File: src/rtl/axi_errslave_pkg.sv
// Shared definitions for the AXI error slave: AXI response codes and the
// read-engine state encoding.
package axi_errslave_pkg;

    localparam logic [1:0] RESP_OKAY   = 2'b00;
    localparam logic [1:0] RESP_SLVERR = 2'b10;
    localparam logic [1:0] RESP_DECERR = 2'b11;

    typedef enum logic [0:0] {
        RD_IDLE  = 1'b0,
        RD_BURST = 1'b1
    } rd_state_t;

endpackage

File: src/rtl/axi_errslave_skid.sv
// Single-entry skid buffer with pass-through (unregistered) outputs; an
// incoming beat is parked only when the consumer stalls.
module axi_errslave_skid
    import axi_errslave_pkg::*;
#(
    parameter int DW = 1
) (
    input  logic          clk,
    input  logic          rst_n,
    input  logic          i_valid,
    output logic          o_ready,
    input  logic [DW-1:0] i_data,
    output logic          o_valid,
    input  logic          i_ready,
    output logic [DW-1:0] o_data
);

    logic          valid_r;
    logic [DW-1:0] data_r;

    // Occupancy: park an accepted beat the consumer did not take, release on ready
    always_ff @(posedge clk or negedge rst_n) begin
        if (!rst_n) begin
            valid_r <= 1'b0;
        end else if (i_valid && !valid_r && !i_ready) begin
            valid_r <= 1'b1;
        end else if (i_ready) begin
            valid_r <= 1'b0;
        end
    end

    // Payload capture while the buffer is empty; contents matter only when valid_r
    always_ff @(posedge clk) begin
        if (!valid_r) begin
            data_r <= i_data;
        end
    end

    assign o_ready = !valid_r;
    assign o_valid = i_valid || valid_r;
    assign o_data  = valid_r ? data_r : i_data;

endmodule

File: src/rtl/axi_errslave.sv
// AXI slave that answers every write and read burst with an error response,
// keeping saturating counts of the erroneous write and read bursts.
module axi_errslave
    import axi_errslave_pkg::*;
#(
    parameter int                          C_AXI_ID_WIDTH   = 2,
    parameter int                          C_AXI_DATA_WIDTH = 32,
    parameter logic [1:0]                  OPT_RESP         = RESP_DECERR,
    parameter logic [C_AXI_DATA_WIDTH-1:0] OPT_RDATA        = {C_AXI_DATA_WIDTH{1'b0}},
    parameter int                          LGBFIFO          = 2,
    parameter int                          CW               = 16
) (
    input  logic                        S_AXI_ACLK,
    input  logic                        S_AXI_ARESETN,

    input  logic                        S_AXI_AWVALID,
    output logic                        S_AXI_AWREADY,
    input  logic [C_AXI_ID_WIDTH-1:0]   S_AXI_AWID,

    input  logic                        S_AXI_WVALID,
    output logic                        S_AXI_WREADY,
    input  logic                        S_AXI_WLAST,

    output logic                        S_AXI_BVALID,
    input  logic                        S_AXI_BREADY,
    output logic [C_AXI_ID_WIDTH-1:0]   S_AXI_BID,
    output logic [1:0]                  S_AXI_BRESP,

    input  logic                        S_AXI_ARVALID,
    output logic                        S_AXI_ARREADY,
    input  logic [C_AXI_ID_WIDTH-1:0]   S_AXI_ARID,
    input  logic [7:0]                  S_AXI_ARLEN,

    output logic                        S_AXI_RVALID,
    input  logic                        S_AXI_RREADY,
    output logic [C_AXI_ID_WIDTH-1:0]   S_AXI_RID,
    output logic [C_AXI_DATA_WIDTH-1:0] S_AXI_RDATA,
    output logic                        S_AXI_RLAST,
    output logic [1:0]                  S_AXI_RRESP,

    input  logic                        i_clear,
    output logic [CW-1:0]               o_wr_errs,
    output logic [CW-1:0]               o_rd_errs
);

    localparam int                 IW       = C_AXI_ID_WIDTH;
    localparam int                 BDEPTH   = 1 << LGBFIFO;
    localparam logic [LGBFIFO:0]   BDEPTH_W = (LGBFIFO + 1)'(BDEPTH);

    function automatic logic [CW-1:0] sat_inc(input logic [CW-1:0] v);
        return (v == {CW{1'b1}}) ? v : v + CW'(1'b1);
    endfunction

    // ------------------------------------------------------------------
    // Write path: AW and W skid buffers feeding the B-ID queue
    // ------------------------------------------------------------------
    logic          awv_s;
    logic [IW-1:0] awid_s;
    logic          aw_pop_s;
    logic          wv_s;
    logic          wlast_s;
    logic          w_pop_s;

    logic [IW-1:0]  bq_mem_r [0:BDEPTH-1];
    logic [LGBFIFO:0] bq_wptr_r;
    logic [LGBFIFO:0] bq_rptr_r;
    logic [LGBFIFO:0] bq_fill_s;
    logic           bq_full_s;
    logic           bq_empty_s;
    logic           b_hs_s;
    logic           wr_done_s;

    axi_errslave_skid #(.DW(IW)) u_aw_skid (
        .clk     (S_AXI_ACLK),
        .rst_n   (S_AXI_ARESETN),
        .i_valid (S_AXI_AWVALID),
        .o_ready (S_AXI_AWREADY),
        .i_data  (S_AXI_AWID),
        .o_valid (awv_s),
        .i_ready (aw_pop_s),
        .o_data  (awid_s)
    );

    axi_errslave_skid #(.DW(1)) u_w_skid (
        .clk     (S_AXI_ACLK),
        .rst_n   (S_AXI_ARESETN),
        .i_valid (S_AXI_WVALID),
        .o_ready (S_AXI_WREADY),
        .i_data  (S_AXI_WLAST),
        .o_valid (wv_s),
        .i_ready (w_pop_s),
        .o_data  (wlast_s)
    );

    assign bq_fill_s  = bq_wptr_r - bq_rptr_r;
    assign bq_full_s  = (bq_fill_s == BDEPTH_W);
    assign bq_empty_s = (bq_wptr_r == bq_rptr_r);
    assign b_hs_s     = S_AXI_BVALID && S_AXI_BREADY;

    // A full queue still accepts a completion when its head leaves this cycle
    assign wr_done_s = awv_s && wv_s && wlast_s && (!bq_full_s || b_hs_s);
    assign aw_pop_s  = wr_done_s;
    assign w_pop_s   = wv_s && (!wlast_s || wr_done_s);

    // B queue pointers
    always_ff @(posedge S_AXI_ACLK or negedge S_AXI_ARESETN) begin
        if (!S_AXI_ARESETN) begin
            bq_wptr_r <= {(LGBFIFO + 1){1'b0}};
            bq_rptr_r <= {(LGBFIFO + 1){1'b0}};
        end else begin
            if (wr_done_s) begin
                bq_wptr_r <= bq_wptr_r + (LGBFIFO + 1)'(1'b1);
            end
            if (b_hs_s) begin
                bq_rptr_r <= bq_rptr_r + (LGBFIFO + 1)'(1'b1);
            end
        end
    end

    // B queue storage of completed AW IDs
    always_ff @(posedge S_AXI_ACLK) begin
        if (wr_done_s) begin
            bq_mem_r[bq_wptr_r[LGBFIFO-1:0]] <= awid_s;
        end
    end

    assign S_AXI_BVALID = !bq_empty_s;
    assign S_AXI_BID    = bq_mem_r[bq_rptr_r[LGBFIFO-1:0]];
    assign S_AXI_BRESP  = OPT_RESP;

    // ------------------------------------------------------------------
    // Read path: two-state burst engine
    // ------------------------------------------------------------------
    rd_state_t     rd_state_r;
    logic [8:0]    rd_cnt_r;
    logic [IW-1:0] rd_id_r;
    logic          ar_hs_s;
    logic          r_hs_s;

    assign S_AXI_RVALID  = (rd_state_r == RD_BURST);
    assign S_AXI_RLAST   = (rd_state_r == RD_BURST) && (rd_cnt_r == 9'd1);
    assign S_AXI_ARREADY = (rd_state_r == RD_IDLE) || (S_AXI_RLAST && S_AXI_RREADY);
    assign S_AXI_RID     = rd_id_r;
    assign S_AXI_RDATA   = OPT_RDATA;
    assign S_AXI_RRESP   = OPT_RESP;
    assign ar_hs_s       = S_AXI_ARVALID && S_AXI_ARREADY;
    assign r_hs_s        = S_AXI_RVALID && S_AXI_RREADY;

    // Read FSM; the 9-bit counter lets ARLEN=255 run a full 256 beats
    always_ff @(posedge S_AXI_ACLK or negedge S_AXI_ARESETN) begin
        if (!S_AXI_ARESETN) begin
            rd_state_r <= RD_IDLE;
            rd_cnt_r   <= 9'd0;
            rd_id_r    <= {IW{1'b0}};
        end else begin
            case (rd_state_r)
                RD_IDLE: begin
                    if (ar_hs_s) begin
                        rd_cnt_r   <= {1'b0, S_AXI_ARLEN} + 9'd1;
                        rd_id_r    <= S_AXI_ARID;
                        rd_state_r <= RD_BURST;
                    end
                end
                RD_BURST: begin
                    if (ar_hs_s) begin
                        rd_cnt_r   <= {1'b0, S_AXI_ARLEN} + 9'd1;
                        rd_id_r    <= S_AXI_ARID;
                        rd_state_r <= RD_BURST;
                    end else if (r_hs_s) begin
                        rd_cnt_r <= rd_cnt_r - 9'd1;
                        if (rd_cnt_r == 9'd1) begin
                            rd_state_r <= RD_IDLE;
                        end
                    end
                end
                default: begin
                    rd_state_r <= RD_IDLE;
                end
            endcase
        end
    end

    // ------------------------------------------------------------------
    // Saturating error counters; clear wins over a same-cycle increment
    // ------------------------------------------------------------------
    logic [CW-1:0] wr_errs_r;
    logic [CW-1:0] rd_errs_r;

    // Burst error counters
    always_ff @(posedge S_AXI_ACLK or negedge S_AXI_ARESETN) begin
        if (!S_AXI_ARESETN) begin
            wr_errs_r <= {CW{1'b0}};
            rd_errs_r <= {CW{1'b0}};
        end else if (i_clear) begin
            wr_errs_r <= {CW{1'b0}};
            rd_errs_r <= {CW{1'b0}};
        end else begin
            if (b_hs_s) begin
                wr_errs_r <= sat_inc(wr_errs_r);
            end
            if (r_hs_s && S_AXI_RLAST) begin
                rd_errs_r <= sat_inc(rd_errs_r);
            end
        end
    end

    assign o_wr_errs = wr_errs_r;
    assign o_rd_errs = rd_errs_r;

endmodule

File: config.mk
export PLATFORM = sky130hd
export DESIGN_NAME = axi_errslave
export DESIGN_NICKNAME = d
export VERILOG_FILES = /design/src/rtl/axi_errslave_pkg.sv /design/src/rtl/axi_errslave_skid.sv /design/src/rtl/axi_errslave.sv
export SDC_FILE = /design/constraint.sdc
export NUM_CORES = 1
export LEC_CHECK = 0
export BUFFER_PORTS_ARGS = -buffer_cell sky130_fd_sc_hd__buf_2
export CORE_MARGIN = 3
export CORE_UTILIZATION = 54
export CTS_CLUSTER_DIAMETER = 100
export DETAILED_ROUTE_END_ITERATION = 8
export PLACE_DENSITY_LB_ADDON = 0.2
export SKIP_LAST_GASP = 1
export SLEW_MARGIN = 20
export SYNTH_ARGS = -nofsm -noshare
export SYNTH_HDL_FRONTEND = slang
export SYNTH_SLANG_ARGS = --single-unit
File: constraint.sdc
create_clock -name S_AXI_ACLK -period 2.87 [get_ports S_AXI_ACLK]
set_input_delay 0.574 -clock S_AXI_ACLK [delete_from_list [all_inputs] [get_ports S_AXI_ACLK]]
set_output_delay 0.574 -clock S_AXI_ACLK [all_outputs]
set_load 0.05 [all_outputs]
==> run summary <==
Worst-Margin Slew: 0.7641 ns
core area: 6869 um2
worst reg2reg path depth: 7
Setup Skew: 0.008973 ns
critical path class: flip-flop to output pin
DRT Pass-1 Iters: 4
Synth Flop Type: dfrtp_1
Max Cap Viol: 0
Initial DRC Count: 122
CTS tree: done
CTS Hold Buffers Added: 0
final setup vio count: 0
ANT nets after route: 0
Worst Path Required: 2.30 ns
Warnings, synthesis: 0
pwr/cell area: 697.3 nW/um2
Clock Tree Buf Depth: 2
Die ar.: 8191 um2
reg-to-reg endpoint: o_rd_errs[9]
gr usage total: 0.1949
Clock transition at path regs: 0.07 ns
arrival time worst endpoint: 1.93 ns
CTS Sinks: 63
power share of the combinational group: 0.340
htree depth: 3
most frequent cell after synthesis: dfrtp_1
Synth Register Bits: 63
r2r setup slk: 0.56 ns
vias in the first global route: 2,869
final-stage net count: 492
status: complete, no violations
top cells by area, synth: dfrtp_1 34%, buf_4 7.0%, edfxtp_1 6.2%
Unique masters post-synth: 65
Peak VDD IR: 355.1 uV
fmax: 399.4 MHz
row count: 30
count of pins over their slew limit: 0
post-synth top area share: 0.3374
Hold Vio Cnt, Final: 0
DP HPWL: 5787 um
Final period util: 0.8725
RR Startpoint: rd_cnt_r[1]
Initial Util: 0.5614
via density per instance: 5.409
area delta synth->final: 11.78%
Power Internal: 1.812 mW
post_cts resized: 0
Syn Inst Count: 394
Switch Pwr: 1.193 mW
vias: 3,029
register area share after synthesis: 0.4153
share of cells above drive strength 1: 0.2241
Clock Latency Late Sink: 0.33 ns
Crit Path Max Fanout: 4
RSZ-0062 raised after global routing: false
slew margin rel.: 0.4872
crit path time final: 2.504 ns
io pins: 99
setup total negative slack: 0 ns
Synth area leader: dfrtp_1
EDFF count, synth: 8
Clk network pwr share: 0.252
TritonCTS Buffers: 9
Setup Buffers After CTS: 0
Hold Slack: 0.3403 ns
first-pass GRT wire length: 13,070 um
Sw Ratio: 0.3970
grt total ovfl: 0
WL per Instance: 13.92 um
Clock Tree Root: clkbuf_8
Lkg Pwr: 1.901 nW
Diodes inserted: 0
Post-Layout Cell Count: 560
Mapped Avg Cell Area: 9.787 um2
sequential share of power: 0.409
Synth Cell Area: 3856 um2
number of I/O port buffers: 62
largest net degree at the start of global routing: 53
Die Span Y: 90.51 um
Post-Place Cells: 544
HP Class: input pin to async pin
Final Wtd Congestion: 0.8908
final wirelength: 7793 um
crit path capture type: output pin
Async SR Flop Fraction: 0.8254
critical path startpoint category: flip-flop
initial antenna violation count: 0
Post-synth top cells: 52 x dfrtp_1, 44 x nor2_1, 36 x buf_4, 24 x nand2_1, 23 x xnor2_1
Die W: 90.51 um
drc violations: 0
==> kinds of logic (layout without fill, tap and decap cells) <==
family / after synthesis / in the layout / synth area share
and+or+nand+nor: 164 / 164 / 0.2352
AOI/OAI and AO/OA: 53 / 53 / 0.1064
other: 2 / 36 / 0.001948
DFF: 63 / 63 / 0.4153
muxes: 11 / 11 / 0.03699
adders and majority gates: 12 / 12 / 0.03893
buffers and inverters: 59 / 95 / 0.09507
xor gates and xnor gates: 30 / 30 / 0.07008
==> state kept, by name (all words and copies together), names as in the netlist <==
register / flops
rd_cnt_r: 9
bq_rptr_r: 3
S_AXI_RVALID: 1
bq_wptr_r: 3
o_rd_errs: 16
o_wr_errs: 16
u_aw_skid.data_r: 2
u_aw_skid.valid_r: 1
bq_mem_r: 8
S_AXI_RID: 2
u_w_skid.valid_r: 1
u_w_skid.data_r: 1
==> worst max-delay path: stages, from the launching register on <==
cell	delay, ns
dfrtp_1	0.39
inv_1	0.10
ha_1	0.17
nor2b_1	0.33
nand4_1	0.20
nand2_1	0.13
buf_2	0.27
==> stage by stage <==
| stage | utilization | cell area [um2] | setup slack (ns) | power, mW |
|---|---|---|---|---|
| 3_3_place_gp | 0.5996 | 4119 | 0.6591 | 2.231 |
| 2_1_floorplan | - | 3984 | 0.7466 | 2.074 |
| 5_1_grt | 0.6275 | 4310 | 0.2804 | 3.208 |
| 3_5_place_dp | 0.5996 | 4119 | 0.5787 | 2.270 |
| 6_report | 0.6275 | 4310 | 0.3660 | 3.006 |
| 4_1_cts | 0.6275 | 4310 | 0.3624 | 3.029 |
==> cells in the final DEF (no fill, tap or decap), drive strengths merged, types with 7 or more instances in the layout <==
master and count:
buf 64, dfrtp 52, nor2 45, conb 36, nand2 24, xnor2 23, nand3 18, nor3 18
inv 15, o21ai 15, clkbuf 13, ha 12, a21oi 12, nand4 11, nor4 9, edfxtp 8
and2 7, xor2 7, a211oi 7, or3 7
==> final cells by class <==
| class | count | area, um2 |
|---|---|---|
| Fill cell | 626 | 2559 |
| Clock buffer | 13 | 148.9 |
| Tap cell | 96 | 120.1 |
| Clock inverter | 3 | 42.54 |
| Sequential cell | 63 | 1602 |
| Inverter | 15 | 56.30 |
| Timing Repair Buffer | 64 | 325.3 |
| Multi-Input combinational cell | 306 | 2016 |
==> how the worst max path moves through the flow <==
stage | slack [ns] | endpoint | depth (start not counted) | from
floorplan | 0.75 | S_AXI_RLAST | 2 | S_AXI_RVALID
global placement | 0.66 | o_rd_errs[9] | 6 | S_AXI_RREADY
detailed placement | 0.58 | o_rd_errs[9] | 7 | rd_cnt_r[1]
CTS | 0.36 | S_AXI_ARREADY | 6 | rd_cnt_r[1]
global route | 0.28 | S_AXI_ARREADY | 6 | rd_cnt_r[1]
finish | 0.37 | S_AXI_ARREADY | 6 | rd_cnt_r[1]
==> layer usage <==
metal / track usage / share of wire / vias up
met3: 0.04417 / 0.063 / 11
met1: 0.2501 / 0.43 / 1443
li1: - / - / 1461
met4: 0.08418 / 0.014 / 0
met2: 0.3156 / 0.49 / 114
met5: 0 / 0 / -
==> power by group through the flow <==
stage | combinational, mW | sequential [mW] | clock (mW)
2_1_floorplan | 0.805 | 1.27 | 0
3_3_place_gp | 0.996 | 1.24 | 0
3_5_place_dp | 1.02 | 1.25 | 0
4_1_cts | 1.03 | 1.23 | 0.771
5_1_grt | 1.14 | 1.26 | 0.817
6_report | 1.02 | 1.23 | 0.756
Power figures use the tool's default switching activity.
